**src/rtl/bcd_updown_counter.sv**
```systemverilog
// bcd_updown_counter
//   Multi-digit BCD up/down counter with a compile-time terminal value.
//   The count runs 0..MAX_VAL. At either end it wraps (WRAP=1) or holds
//   (WRAP=0). A load is accepted only when it is a legal count; a rejected
//   load leaves the count alone and raises a one-cycle error pulse.
//
// Parameters
//   DIGITS   number of BCD digits (count width 4*DIGITS)
//   MAX_VAL  terminal value in decimal, must be < 10**DIGITS
//   WRAP     1 = wrap at the ends, 0 = saturate
//
// Ports
//   clk        in   rising-edge clock
//   rst        in   synchronous reset, active-high (beats load and ena)
//   ena        in   step one count this cycle
//   up         in   1 = increment, 0 = decrement
//   load       in   synchronous load strobe (beats ena)
//   load_data  in   BCD value to load, digit 0 in [3:0]
//   Qdata      out  registered BCD count, digit 0 in [3:0]
//   tc         out  combinational terminal count, high the cycle before a wrap/saturate
//   load_err   out  registered one-cycle pulse: the previous load was rejected
module bcd_updown_counter #(
  parameter int unsigned DIGITS  = 4,
  parameter int unsigned MAX_VAL = 9675,
  parameter bit          WRAP    = 1'b1
) (
  input  logic                  clk,
  input  logic                  rst,
  input  logic                  ena,
  input  logic                  up,
  input  logic                  load,
  input  logic [4*DIGITS-1:0]   load_data,
  output logic [4*DIGITS-1:0]   Qdata,
  output logic                  tc,
  output logic                  load_err
);

  localparam int unsigned W = 4 * DIGITS;

  function automatic logic [W-1:0] to_bcd(input int unsigned val);
    logic [W-1:0] res;
    int unsigned  v;
    res = '0;
    v   = val;
    for (int i = 0; i < int'(DIGITS); i++) begin
      res[4*i +: 4] = 4'(v % 10);
      v = v / 10;
    end
    return res;
  endfunction

  function automatic logic [W-1:0] bcd_inc(input logic [W-1:0] a);
    logic [W-1:0] res;
    logic         carry;
    res   = a;
    carry = 1'b1;
    for (int i = 0; i < int'(DIGITS); i++) begin
      if (carry) begin
        if (a[4*i +: 4] == 4'd9) begin
          res[4*i +: 4] = 4'd0;
        end else begin
          res[4*i +: 4] = a[4*i +: 4] + 4'd1;
          carry = 1'b0;
        end
      end
    end
    return res;
  endfunction

  function automatic logic [W-1:0] bcd_dec(input logic [W-1:0] a);
    logic [W-1:0] res;
    logic         borrow;
    res    = a;
    borrow = 1'b1;
    for (int i = 0; i < int'(DIGITS); i++) begin
      if (borrow) begin
        if (a[4*i +: 4] == 4'd0) begin
          res[4*i +: 4] = 4'd9;
        end else begin
          res[4*i +: 4] = a[4*i +: 4] - 4'd1;
          borrow = 1'b0;
        end
      end
    end
    return res;
  endfunction

  function automatic logic digits_ok(input logic [W-1:0] a);
    logic ok;
    ok = 1'b1;
    for (int i = 0; i < int'(DIGITS); i++) begin
      if (a[4*i +: 4] > 4'd9) ok = 1'b0;
    end
    return ok;
  endfunction

  localparam logic [W-1:0] MAX_BCD = to_bcd(MAX_VAL);

  logic [W-1:0] r_q;
  logic         r_load_err;
  logic         w_at_max;
  logic         w_at_zero;
  logic         w_load_ok;
  logic [W-1:0] w_inc;
  logic [W-1:0] w_dec;

  assign w_at_max  = (r_q == MAX_BCD);
  assign w_at_zero = (r_q == '0);
  assign w_inc     = bcd_inc(r_q);
  assign w_dec     = bcd_dec(r_q);
  // Once every digit is 0..9, BCD words order the same as their decimal
  // values, so a plain unsigned compare against MAX_BCD is exact.
  assign w_load_ok = digits_ok(load_data) && (load_data <= MAX_BCD);

  always_ff @(posedge clk) begin
    if (rst) begin
      r_q        <= '0;
      r_load_err <= 1'b0;
    end else begin
      r_load_err <= 1'b0;
      if (load) begin
        if (w_load_ok) r_q        <= load_data;
        else           r_load_err <= 1'b1;
      end else if (ena) begin
        if (up) begin
          if (w_at_max) r_q <= WRAP ? '0 : MAX_BCD;
          else          r_q <= w_inc;
        end else begin
          if (w_at_zero) r_q <= WRAP ? MAX_BCD : '0;
          else           r_q <= w_dec;
        end
      end
    end
  end

  assign Qdata    = r_q;
  assign load_err = r_load_err;
  assign tc       = ena & ~load & ((up & w_at_max) | (~up & w_at_zero));

endmodule
```
**config.mk**
```make
export PLATFORM = sky130hd
export DESIGN_NAME = bcd_updown_counter
export DESIGN_NICKNAME = d
export VERILOG_FILES = /design/src/rtl/bcd_updown_counter.sv
export SDC_FILE = /design/constraint.sdc
export NUM_CORES = 1
export LEC_CHECK = 0
export ABC_AREA = 1
export BUFFER_PORTS_ARGS = -buffer_cell sky130_fd_sc_hd__buf_2
export CORE_ASPECT_RATIO = 1.25
export CORE_MARGIN = 2
export CORE_UTILIZATION = 55
export DETAILED_ROUTE_END_ITERATION = 10
export PLACE_DENSITY = 0.8
export SLEW_MARGIN = 0
export SYNTH_ARGS = -nofsm -noshare
export SYNTH_HDL_FRONTEND = slang
export SYNTH_SLANG_ARGS = --single-unit
```
**constraint.sdc**
```tcl
create_clock -name clk -period 2 [get_ports clk]
set_clock_uncertainty 0.15 [all_clocks]
set_input_delay 0.1 -clock clk [delete_from_list [all_inputs] [get_ports clk]]
set_output_delay 0.1 -clock clk [all_outputs]
set_load 0.02 [all_outputs]
```
# Word level (Yosys, flattened, before mapping)
# Index checks and enable logic that the tools add are counted.
# classes
addsub	8
order_cmp	5
eq_ne	9
mux	35
bitwise	7
reduce_logical	15
# op_table
operator	count
$mux 16	6
$mux 4	14
$add 4x1->4 const B	4
$eq 16x16->1 const B	1
$eq 4x4->1 const B	4
$gt 4x4->1 const B	4
$le 16x16->1 const B	1
$logic_not 16->1	1
$logic_not 4->1	4
$sub 4x1->4 const B	4
$mux 1	15
$ne 4x1->1 const B	3
$reduce_and 4->1	3
$reduce_bool 4->1	3
$and 1x1->1	4
$ne 2x1->1 const B	1
$not 1->1	2
$reduce_and 2->1	1
$reduce_bool 2->1	1
$reduce_or 2->1	1
$logic_and 1x1->1	1
$or 1x1->1	1
# word_totals
ff_bits	17
in_bits	21
out_inout_bits	18
wordCells	84

# Depth between registers and ports, before layout
# Gate-level depths: netlist (run 1).
# logic_depth
depth_word	9
ltp_mapped	14
ltp_nobuf	13

# Worst setup path before layout (run 1)
# Ideal clock, no wire load.
# synth_path
kind	register to register
from	register r_q[0] (netlist: Qdata[0])
to	register r_q[4] (netlist: Qdata[4])
setup_ps	116
arrival_time_ps	1571
t_required_ps	1734
setup_slack_ps	163
stages_incl_launch_ff	13
n_path_buf	0
synth_period_minus_slack_ps	1837
path_cell_list	dfxtp_1 ha_1 inv_1 nor2_1 nand2_2 nor2_4 nand2_4 nand2_4 nor2_4 a21oi_4 nand3_1 nand2_1 nor2_1
# synth_between
elab_chain_len	5
elab_cells_between_ends	14
# synth_rtl
item	line	rtl
start: declaration	99	logic [W-1:0] r_q;
start signal: assignment	122	if (w_load_ok) r_q <= load_data;
start signal: assignment	126	if (w_at_max) r_q <= WRAP ? '0 : MAX_BCD;
start signal: assignment	127	else r_q <= w_inc;
$eq 16x16->1 / $logic_not 16->1 (equally long branches)	107, 108	
$mux 16 (on tied branches)	126, 129	
$mux 16	125	if (up) begin
$mux 16	124	end else if (ena) begin
$mux 16	121	if (load) begin
# Several ways; a longest one is shown, not always the timed one. The select of a mux whose other input is x is not followed.
# A chain may end at the register's enable or synchronous reset.

# Worst setup path after layout (run 1)
# layout_path
from	register r_q[13] (netlist: Qdata[13])
to	output port tc
# layout_between
elab_chain_len	4
elab_cells_between_ends	6
# layout_rtl
item	line	rtl
$eq 16x16->1 / $logic_not 16->1 (equally long branches)	107, 108	
$and 1x1->1	138	assign tc = ena & ~load & ((up & w_at_max) | (~up & w_at_zero));
$or 1x1->1 (*)	138	
$and 1x1->1 (*)	138	
end: declaration	34	output logic tc,
# Mark *: on every way between the ends. The rest lies on a longest branch, timed or not.

==> results.py, run 1 <==
metrics = {
    "floorplanning": {
        "start_util_pct": 57.0,
        "die_x_um": 55.5,
        "io_pins": 39,
        "rows": 23,
        "die-area_um2": 3790,
        "design.core.area_um2": 3190,
        "die_h_um": 68.3,
    },
    "yosys": {
        "async_flop_share_pct": 0,
        "yosysSeqAreaShare_pct": 18.7,
        "syn_area_per_cell_um2": 5.82,
        "synth_top_area_share_pct": 18.7,
        "yosysWarnings": 0,
        "yosysMostFrequentCell": "nand2_1",
        "synth_area_leaders": "dfxtp_1 (19%), nand2_1 (14%), nand3_1 (9.9%)",
        "synth_cell_type_count": 27,
        "yosys-top-cells-count": "nand2_1 (68), nor2_1 (47), nand3_1 (36), inv_1 (32), a21oi_1 (29)",
        "synth_edf_count": 0,
        "synthesis.nets": 343,
        "synth-seq-cells": 17,
        "yosys.area.top_type": "dfxtp_1",
        "yosys_most_used_dff": "dfxtp_1",
        "syn-instance-count": 313,
        "synth_area_um2": 1820,
    },
    "finish": {
        "final_cells": 396,
        "areaGrowthSynthToFinish_pct": 22.3,
        "nets": 390,
        "antenna_cells": 0,
        "final_area_um2": 2230,
        "drive_gt1_share_pct": 25.1,
    },
    "global_route": {
        "grt_pass1_vias": 1854,
        "track_usage_pct": 27.3,
        "grt_pass1_wl_mm": 8.29,
        "grt-ovfl-total": 0,
        "antenna_found_initial": 0,
        "grt_max_degree": 31,
    },
    "min_path": {
        "hold_path_depth": 5,
        "min_to": "Qdata[12]",
        "hold_path.startpoint": "load_data[12]",
        "min_path_type": "in -> reg",
    },
    "timing": {
        "layout_worst_path_cycle_share_pct": 97.5,
        "finalSetupViolations": 0,
        "timing.final.hold_violations": 0,
        "drv_slew": 0,
        "relSlewSlack_pct": 62.0,
        "rsz0062_at_grt": "true",
        "worst_slew_pin_slew_ns": 0.569,
        "period_needed_ns": 1.95,
        "fmax_ghz": 0.513,
    },
    "critical_path": {
        "r2r_start": "Qdata[13]",
        "cpMaxStageDelayCell": "dfxtp_2",
        "crit_family": "buffers and inverters",
        "path_max_fanout": 5,
        "rrSetupSlack_ns": 0.09,
        "r2r_end": "Qdata[11]",
        "cp_cell_sequence": "inv_1 -> ha_4 -> inv_1 -> nor3_2 -> buf_4 -> nand4_1 -> a21oi_2 -> buf_4",
        "crit_arrival_ns": 1.70,
        "start_kind": "flip-flop",
        "crit_buf_inv": 4,
        "reg2reg_depth": 13,
        "setup.worst_path.class": "reg -> out",
        "slowest_delay_ns": 0.35,
        "crit_path_start": "Qdata[13]",
        "required_ns": 1.75,
        "cp-end-kind": "output pin",
    },
    "clock_tree": {
        "cts_max_level": 1,
        "clkTransAtPathRegs_ns": 0.07,
        "cts_tree": "done",
        "clock-root-buffer": "clkbuf_8",
        "clock_latency_ns": 0.26,
        "cts_buffer_depth": 2,
        "cts_buffers": 3,
        "clock-sinks": 17,
    },
    "job": {
        "maxCapViolCount": 0,
    },
    "place": {
        "hpwl_mm": 3.83,
        "place_inst": 388,
        "gp_congestion": 0.882,
        "port_buffers": 38,
        "placed_cell_area_um2": 2090,
    },
    "pwr": {
        "vdd_drop_max_mv": 0.451,
        "total_power_w": 0.00126,
        "powerDensity_nw_per_um2": 564,
        "p_leak_nw": 1.13,
    },
    "detailed_routing": {
        "vias_per_cell": 5.55,
        "drt_iter0_markers": 177,
        "wirelength_mm": 5.18,
        "route.detailed.drc": 0,
        "dr.pass1.iters": 4,
        "vias": 2198,
        "routedWlPerCell_um": 13.1,
        "postRouteAntennaNets": 0,
    },
    "status": {
        "status": "complete, no violations",
    },
}
-- report_power, final --
group	total (W)	leakage, nW	switching (W)	internal (W)
logic	0.000571	0.967	0.000342	0.000228
clock network	0.000272	0.0228	0.000130	0.000142
registers	0.000413	0.142	0.0000464	0.000367
-- worst reg2reg max path, cell delays in order (launching register included) --
cell	delay (ns)
dfxtp_2	0.35
inv_1	0.13
ha_4	0.16
inv_1	0.06
nor3_2	0.11
buf_4	0.16
buf_12	0.10
nand3_2	0.12
nand2_1	0.13
a21oi_1	0.05
nor2_1	0.10
nand3_1	0.08
nand2_1	0.06
nor2_1	0.05
-- logic make-up (layout without fill, tap and decap cells) --
family,Yosys count,count (layout),synth area share [%]
DFF,17,17,18.7
xor gates and xnor gates,5,5,2.40
and+or+nand+nor,177,177,45.3
adders and majority gates,9,9,6.18
AOI/OAI and AO/OA,58,58,17.3
buffers and inverters,47,93,10.1
-- cell type report --
| class | count | area [um^2] |
|---|---|---|
| tap | 37 | 46.3 |
| timing repair buffer | 49 | 303 |
| inverter | 40 | 150 |
| multi-input combinational | 249 | 1340 |
| clock buffer | 4 | 45.0 |
| sequential | 17 | 348 |
| fill | 286 | 966 |
-- sequential cells by signal (all words and copies together), names as in the netlist --
| signal | cells |
|---|---|
| Qdata | 16 |
| load_err | 1 |
-- repair_timing --
item / CTS / global route
hold endpoints to repair: 1 / 0
resized for setup: 3 / 13
hold buffers: 1 / 0
pin swaps: 1 / 2
buffers inserted: 2 / 1
setup endpoints to repair: 1 / 15
-- cells in the final DEF (no fill, tap or decap), types with 5 or more instances in the layout --
cell type   n
nand2_1    68
nor2_1     46
buf_2      37
nand3_1    35
inv_1      30
a21oi_1    28
o21ai_0    17
dfxtp_1    13
inv_2      10
buf_4       9
ha_1        6
nand3_2     5
nor2_4      5
nor2_2      5
xor2_1      5
-- through the flow --
step                      utilization, %  setup WS [ns]  hold slack [ns]  TNS [ns]
after CTS                           67.8         0.0238           0.0666         0
after global placement              65.4          0.104            0.125         0
after global routing                69.8        -0.0233            0.109   -0.0446
final                               69.8         0.0509           0.0684         0
after floorplan                        -          0.163           0.0228         0
after detailed placement            65.4         0.0946            0.131         0
-- routing by layer --
layer	wire length (um)	vias to the layer above	global-route usage, %
met5	0	-	0
met4	158	0	12.8
met3	370	15	2.84
met2	2380	98	47.9
met1	2270	969	33.9
li1	-	1116	-
-- how the worst max path moves through the flow --
| stage | endpoint | slack [ns] | depth (start not counted) |
|---|---|---|---|
| finish | tc | 0.05 | 8 |
| global route | Qdata[4] | -0.02 | 11 |
| CTS | tc | 0.02 | 7 |
| detailed placement | Qdata[4] | 0.09 | 12 |
| global placement | Qdata[5] | 0.10 | 12 |
| floorplan | Qdata[4] | 0.16 | 12 |
Note: power is estimated with default switching activity, not from simulation.
==> run 2: changes to the inputs <==
- PLACE_DENSITY: 0.8 -> unset
- PLACE_DENSITY_LB_ADDON: unset -> 0.12
==> run 2 against run 1 <==
Global-route usage increased by 1.3 points; final cell count grew 1.3%; sequential power hardly changed; critical path type unchanged; critical endpoint unchanged; largest cell class unchanged; largest power group unchanged; highest routed layer unchanged.
==> results.py, run 2 (synthesis results as in run 1) <==
metrics = {
    "status": {
        "status": "complete, no violations",
    },
    "critical_path": {
        "crit_buf_inv": 2,
        "required_ns": 1.75,
        "cpMaxStageDelayCell": "dfxtp_4",
        "r2r_start": "Qdata[1]",
        "setup.worst_path.class": "reg -> out",
        "path_max_fanout": 7,
        "reg2reg_depth": 14,
        "r2r_end": "Qdata[4]",
        "slowest_delay_ns": 0.38,
        "crit_family": "simple AND/OR/NAND/NOR gates",
        "crit_arrival_ns": 1.69,
        "start_kind": "flip-flop",
        "cp_cell_sequence": "inv_1 -> ha_4 -> nand3_2 -> nor2_4 -> nand4_1 -> a21oi_2 -> buf_4",
        "cp-end-kind": "output pin",
        "cp_num_cells": 7,
        "rrSetupSlack_ns": 0.10,
    },
    "detailed_routing": {
        "route.detailed.drc": 0,
        "routedWlPerCell_um": 12.8,
        "wirelength_mm": 5.14,
        "drt_iter0_markers": 81,
        "vias": 2168,
        "postRouteAntennaNets": 0,
        "vias_per_cell": 5.41,
        "dr.pass1.iters": 4,
    },
    "place": {
        "place_ws_ns": 0.0490,
        "gp_congestion": 0.910,
        "hpwl_mm": 3.92,
        "placed_cell_area_um2": 2090,
        "port_buffers": 38,
    },
    "floorplanning": {
        "start_util_pct": 57.0,
        "die_x_um": 55.5,
        "io_pins": 39,
        "die_h_um": 68.3,
        "design.core.area_um2": 3190,
        "rows": 23,
        "die-area_um2": 3790,
    },
    "global_route": {
        "busiest_layer": "met2",
        "grt_max_degree": 21,
        "antenna_found_initial": 0,
        "grt_pass1_vias": 1989,
        "grtUsageMet3_pct": 3.59,
        "use_met1_pct": 33.6,
        "track_usage_pct": 28.7,
        "grt_use_met2_pct": 52.1,
        "grt-ovfl-total": 0,
        "grt_pass1_wl_mm": 8.70,
    },
    "timing": {
        "layout_worst_path_cycle_share_pct": 97.2,
        "drv_slew": 0,
        "setup_ws_ns": 0.0563,
        "hold_ws_ns": 0.0647,
        "finalSetupViolations": 0,
        "relSlewSlack_pct": 61.9,
        "period_needed_ns": 1.94,
        "fmax_ghz": 0.514,
        "worst_slew_pin_slew_ns": 0.571,
        "rsz0062_at_grt": "true",
        "timing.final.hold_violations": 0,
    },
    "min_path": {
        "hold_path.startpoint": "load_data[0]",
        "min_path_type": "in -> reg",
        "hold_path_depth": 5,
        "min_to": "Qdata[0]",
    },
    "finish": {
        "drive_gt1_share_pct": 27.7,
        "largest_register_ffs": 16,
        "nets": 395,
        "layout.cells.most_common": "nand2_1",
        "final_area_um2": 2280,
        "areaGrowthSynthToFinish_pct": 24.9,
        "antenna_cells": 0,
        "mostFrequentLayoutCells": "nand2_1 (67), nor2_1 (45), buf_2 (37), nand3_1 (34)",
    },
    "pwr": {
        "powerDensity_nw_per_um2": 549,
        "p_leak_nw": 1.15,
        "total_power_w": 0.00125,
        "vdd_drop_max_mv": 0.363,
    },
    "clock_tree": {
        "cts_tree": "done",
        "clock-sinks": 17,
        "cts_max_level": 1,
        "cts_buffers": 3,
        "clock_latency_ns": 0.26,
        "clkTransAtPathRegs_ns": 0.07,
        "clock-root-buffer": "clkbuf_8",
        "cts_buffer_depth": 2,
    },
    "job": {
        "maxCapViolCount": 0,
    },
}
## run 2: cell count changes in the layout (fill, tap and decap cells not counted)
cell	before	now
inv_4	0	2
buf_12	2	0
dfxtp_2	3	2
nor2_4	5	6
nand3_1	35	34
nand2_2	1	2
buf_4	9	16
nor2_1	46	45
dfxtp_4	1	2
inv_1	30	28
nand3_2	5	6
ha_1	6	5
nand2_1	68	67
ha_4	2	3
## run 2: area by class of cell
type,count,area [um^2]
multi-input combinational,249,1360
fill,314,918
sequential,17,350
timing repair buffer,54,315
inverter,40,155
tap,37,46.3
clock buffer,4,45.0
## run 2: power by group
group	leakage [nW]	switching (W)	total, W	internal [W]
Sequential	0.142	0.0000447	0.000411	0.000367
Combinational	0.983	0.000342	0.000560	0.000218
Clock	0.0228	0.000137	0.000279	0.000142
## run 2: worst max path at each step
stage | startpoint | endpoint
4_1_cts | Qdata[1] | tc
6_report | Qdata[0] | tc
5_1_grt | Qdata[1] | Qdata[5]
3_5_place_dp | Qdata[0] | Qdata[4]
3_3_place_gp | Qdata[0] | Qdata[6]
2_1_floorplan | Qdata[0] | Qdata[4]
## run 2: through the flow
step	cells	util (%)	setup TNS, ns
after global placement	390	65.5	0
after detailed placement	390	65.5	0
after CTS	395	67.7	0
final	401	71.2	0
after floorplan	313	-	0
after global routing	401	71.2	-0.0504
## run 2: timing repair
action,in CTS,in global routing
endpoints found under the hold margin,1,0
setup endpoints to repair,1,13
pin swaps,0,11
resized for setup,5,22
setup buffers,0,6
hold buffers,1,0
## run 2: worst reg2reg max path: cells and delay by family, from the launching register on
| kind | cells | cell delay (ns) |
|---|---|---|
| flops | 1 | 0.37 |
| simple gates | 8 | 0.73 |
| buf+inv | 4 | 0.32 |
| fa+ha+maj | 1 | 0.14 |
| compound gates | 1 | 0.10 |
## run 2: metal layers
layer	share of wire [%]	routed length, um
met5	0	0
met2	49	2520
met4	2.2	114
met1	44	2240
met3	5.2	268
==> run 3: changes to the inputs <==
- BUFFER_PORTS_ARGS: -buffer_cell sky130_fd_sc_hd__buf_2 -> unset
- CORE_MARGIN: 2 -> 3
- CORE_UTILIZATION: 55 -> 64
- DONT_BUFFER_PORTS: unset -> 1
- REMOVE_ABC_BUFFERS: unset -> 1
==> run 3 against run 2 <==
Routed wire length grew 17%; maximum frequency decreased by 1.5%; flip-flop and latch count unchanged; critical endpoint unchanged; setup slack got worse by 0.029 ns; sequential share of layout area is 0.24 points higher; global-route usage is 6.1 points higher; register-to-register slack hardly changed; first-iteration DRC count rose by 130%.
==> results.py, run 3 (synthesis results as in run 1) <==
metrics = {
    "status": {
        "status": "complete, no violations",
    },
    "detailed_routing": {
        "wirelength_mm": 6.02,
        "drt_iter0_markers": 183,
        "routedWlPerCell_um": 15.9,
        "vias": 2272,
        "wl_met1_mm": 2.24,
        "postRouteAntennaNets": 0,
        "met3_wirelength_um": 567,
        "met2_length_mm": 2.97,
        "vias_per_cell": 5.99,
        "route.detailed.drc": 0,
        "highest_layer": "met4",
        "dr.pass1.iters": 6,
    },
    "timing": {
        "layout_worst_path_cycle_share_pct": 98.6,
        "fmax_ghz": 0.507,
        "worst_slew_pin_slew_ns": 0.561,
        "period_needed_ns": 1.97,
        "relSlewSlack_pct": 62.6,
        "drv_slew": 0,
        "finalSetupViolations": 0,
        "tns_ns": 0,
        "setup_ws_ns": 0.0275,
        "timing.final.hold_violations": 0,
    },
    "floorplanning": {
        "start_util_pct": 67.3,
        "rows": 21,
        "die_h_um": 65.7,
        "die-area_um2": 3530,
        "design.core.area_um2": 2710,
        "die_x_um": 53.7,
        "io_pins": 39,
    },
    "critical_path": {
        "path_max_fanout": 4,
        "r2r_end": "Qdata[14]",
        "reg2reg_depth": 12,
        "crit_family": "flip-flops",
        "crit_arrival_ns": 1.72,
        "r2r_start": "Qdata[4]",
        "cpMaxStageDelayCell": "dfxtp_2",
        "cp_cell_sequence": "inv_2 -> ha_2 -> inv_1 -> nor3_4 -> nand4_1 -> a21oi_2 -> buf_4",
        "setup.worst_path.class": "reg -> out",
        "slowest_delay_ns": 0.36,
        "crit_buf_inv": 3,
        "rrSetupSlack_ns": 0.10,
        "cp-end-kind": "output pin",
        "required_ns": 1.75,
        "start_kind": "flip-flop",
    },
    "finish": {
        "final_area_um2": 2210,
        "largest_register_ffs": 16,
        "areaGrowthSynthToFinish_pct": 21.2,
        "final_core_utilization_pct": 81.6,
        "layout.cells.most_common": "nand2_1",
        "fillers": 186,
        "antenna_cells": 0,
        "nets": 376,
        "mostFrequentLayoutCells": "nand2_1 (68), nor2_1 (45), nand3_1 (34), inv_1 (29), a21oi_1 (28)",
        "drive_gt1_share_pct": 19.1,
    },
    "min_path": {
        "min_to": "Qdata[0]",
        "min_path_type": "in -> reg",
        "hold_path.startpoint": "load",
        "hold_path_depth": 5,
    },
    "clock_tree": {
        "clkTransAtPathRegs_ns": 0.12,
        "cts_tree": "done",
        "cts_buffers": 3,
        "clock_latency_ns": 0.30,
        "clock-root-buffer": "clkbuf_4",
        "cts_max_level": 1,
        "cts_buffer_depth": 2,
        "clock-sinks": 17,
    },
    "place": {
        "gp_congestion": 0.930,
        "port_buffers": 0,
        "place_ws_ns": 0.0469,
        "hpwl_mm": 3.98,
        "placed_cell_area_um2": 1980,
    },
    "pwr": {
        "p_leak_nw": 1.06,
        "vdd_drop_max_mv": 0.483,
        "powerDensity_nw_per_um2": 539,
    },
    "global_route": {
        "track_usage_pct": 34.8,
        "grt_max_degree": 17,
        "antenna_found_initial": 0,
        "grt-ovfl-total": 0,
        "grt_pass1_wl_mm": 9.34,
        "grt_pass1_vias": 2191,
    },
    "job": {
        "maxCapViolCount": 0,
    },
}
## run 3: metal layers
| metal | vias up | track usage, % |
|---|---|---|
| met4 | 0 | 18.5 |
| met3 | 38 | 6.80 |
| met1 | 1001 | 39.1 |
| met5 | - | 0 |
| met2 | 145 | 59.4 |
| li1 | 1088 | - |
## run 3: worst reg2reg max path, cell delays in order, from the launching register on
cell,delay [ns]
dfxtp_2,0.37
inv_1,0.10
ha_4,0.18
nand3_4,0.12
nor2_4,0.13
buf_4,0.14
nand2_1,0.05
nand2_1,0.06
nand3_1,0.09
inv_2,0.15
nand3_1,0.13
nand2_1,0.08
nor2_1,0.04
## run 3: how the worst max path moves through the flow
| stage | start | endpoint | cells past startpoint |
|---|---|---|---|
| 4_1_cts | Qdata[5] | tc | 7 |
| 6_report | Qdata[12] | tc | 7 |
| 3_5_place_dp | Qdata[4] | Qdata[7] | 11 |
| 5_1_grt | Qdata[4] | tc | 7 |
| 2_1_floorplan | Qdata[0] | Qdata[4] | 12 |
| 3_3_place_gp | Qdata[4] | Qdata[14] | 11 |
## run 3: final cells by class
type                            count  area [um^2]  share of cell area [%]
Tap cell                           34         42.5                    1.93
Clock buffer                        4         26.3                    1.19
Sequential cell                    17          345                    15.6
Timing Repair Buffer               35          299                    13.5
Multi-Input combinational cell    249         1350                    60.9
Inverter                           40          150                    6.80
## run 3: per-stage QoR
step	power (W)	hold WS, ns	instances
after floorplan	0.000764	0.0228	306
after global placement	0.000886	0.0253	360
after detailed placement	0.000897	0.0253	360
after CTS	0.00115	0.000163	379
after global routing	0.00125	0.0674	379
final	0.00119	0.00593	379
## run 3: timing repair
action,in CTS,in global routing
endpoints found under the setup margin,1,15
gates cloned,0,0
pin swaps,2,3
endpoints found under the hold margin,10,0
hold buffers,13,0
setup buffers,2,0
gates resized for setup,5,13
## run 3: power by group
part           leakage [nW]  total, W  internal (W)  switching [W]
clock network        0.0150  0.000207     0.0000778       0.000129
registers             0.141  0.000410      0.000368      0.0000429
logic                 0.906  0.000573      0.000218       0.000355
total                  1.06   0.00119      0.000663       0.000527
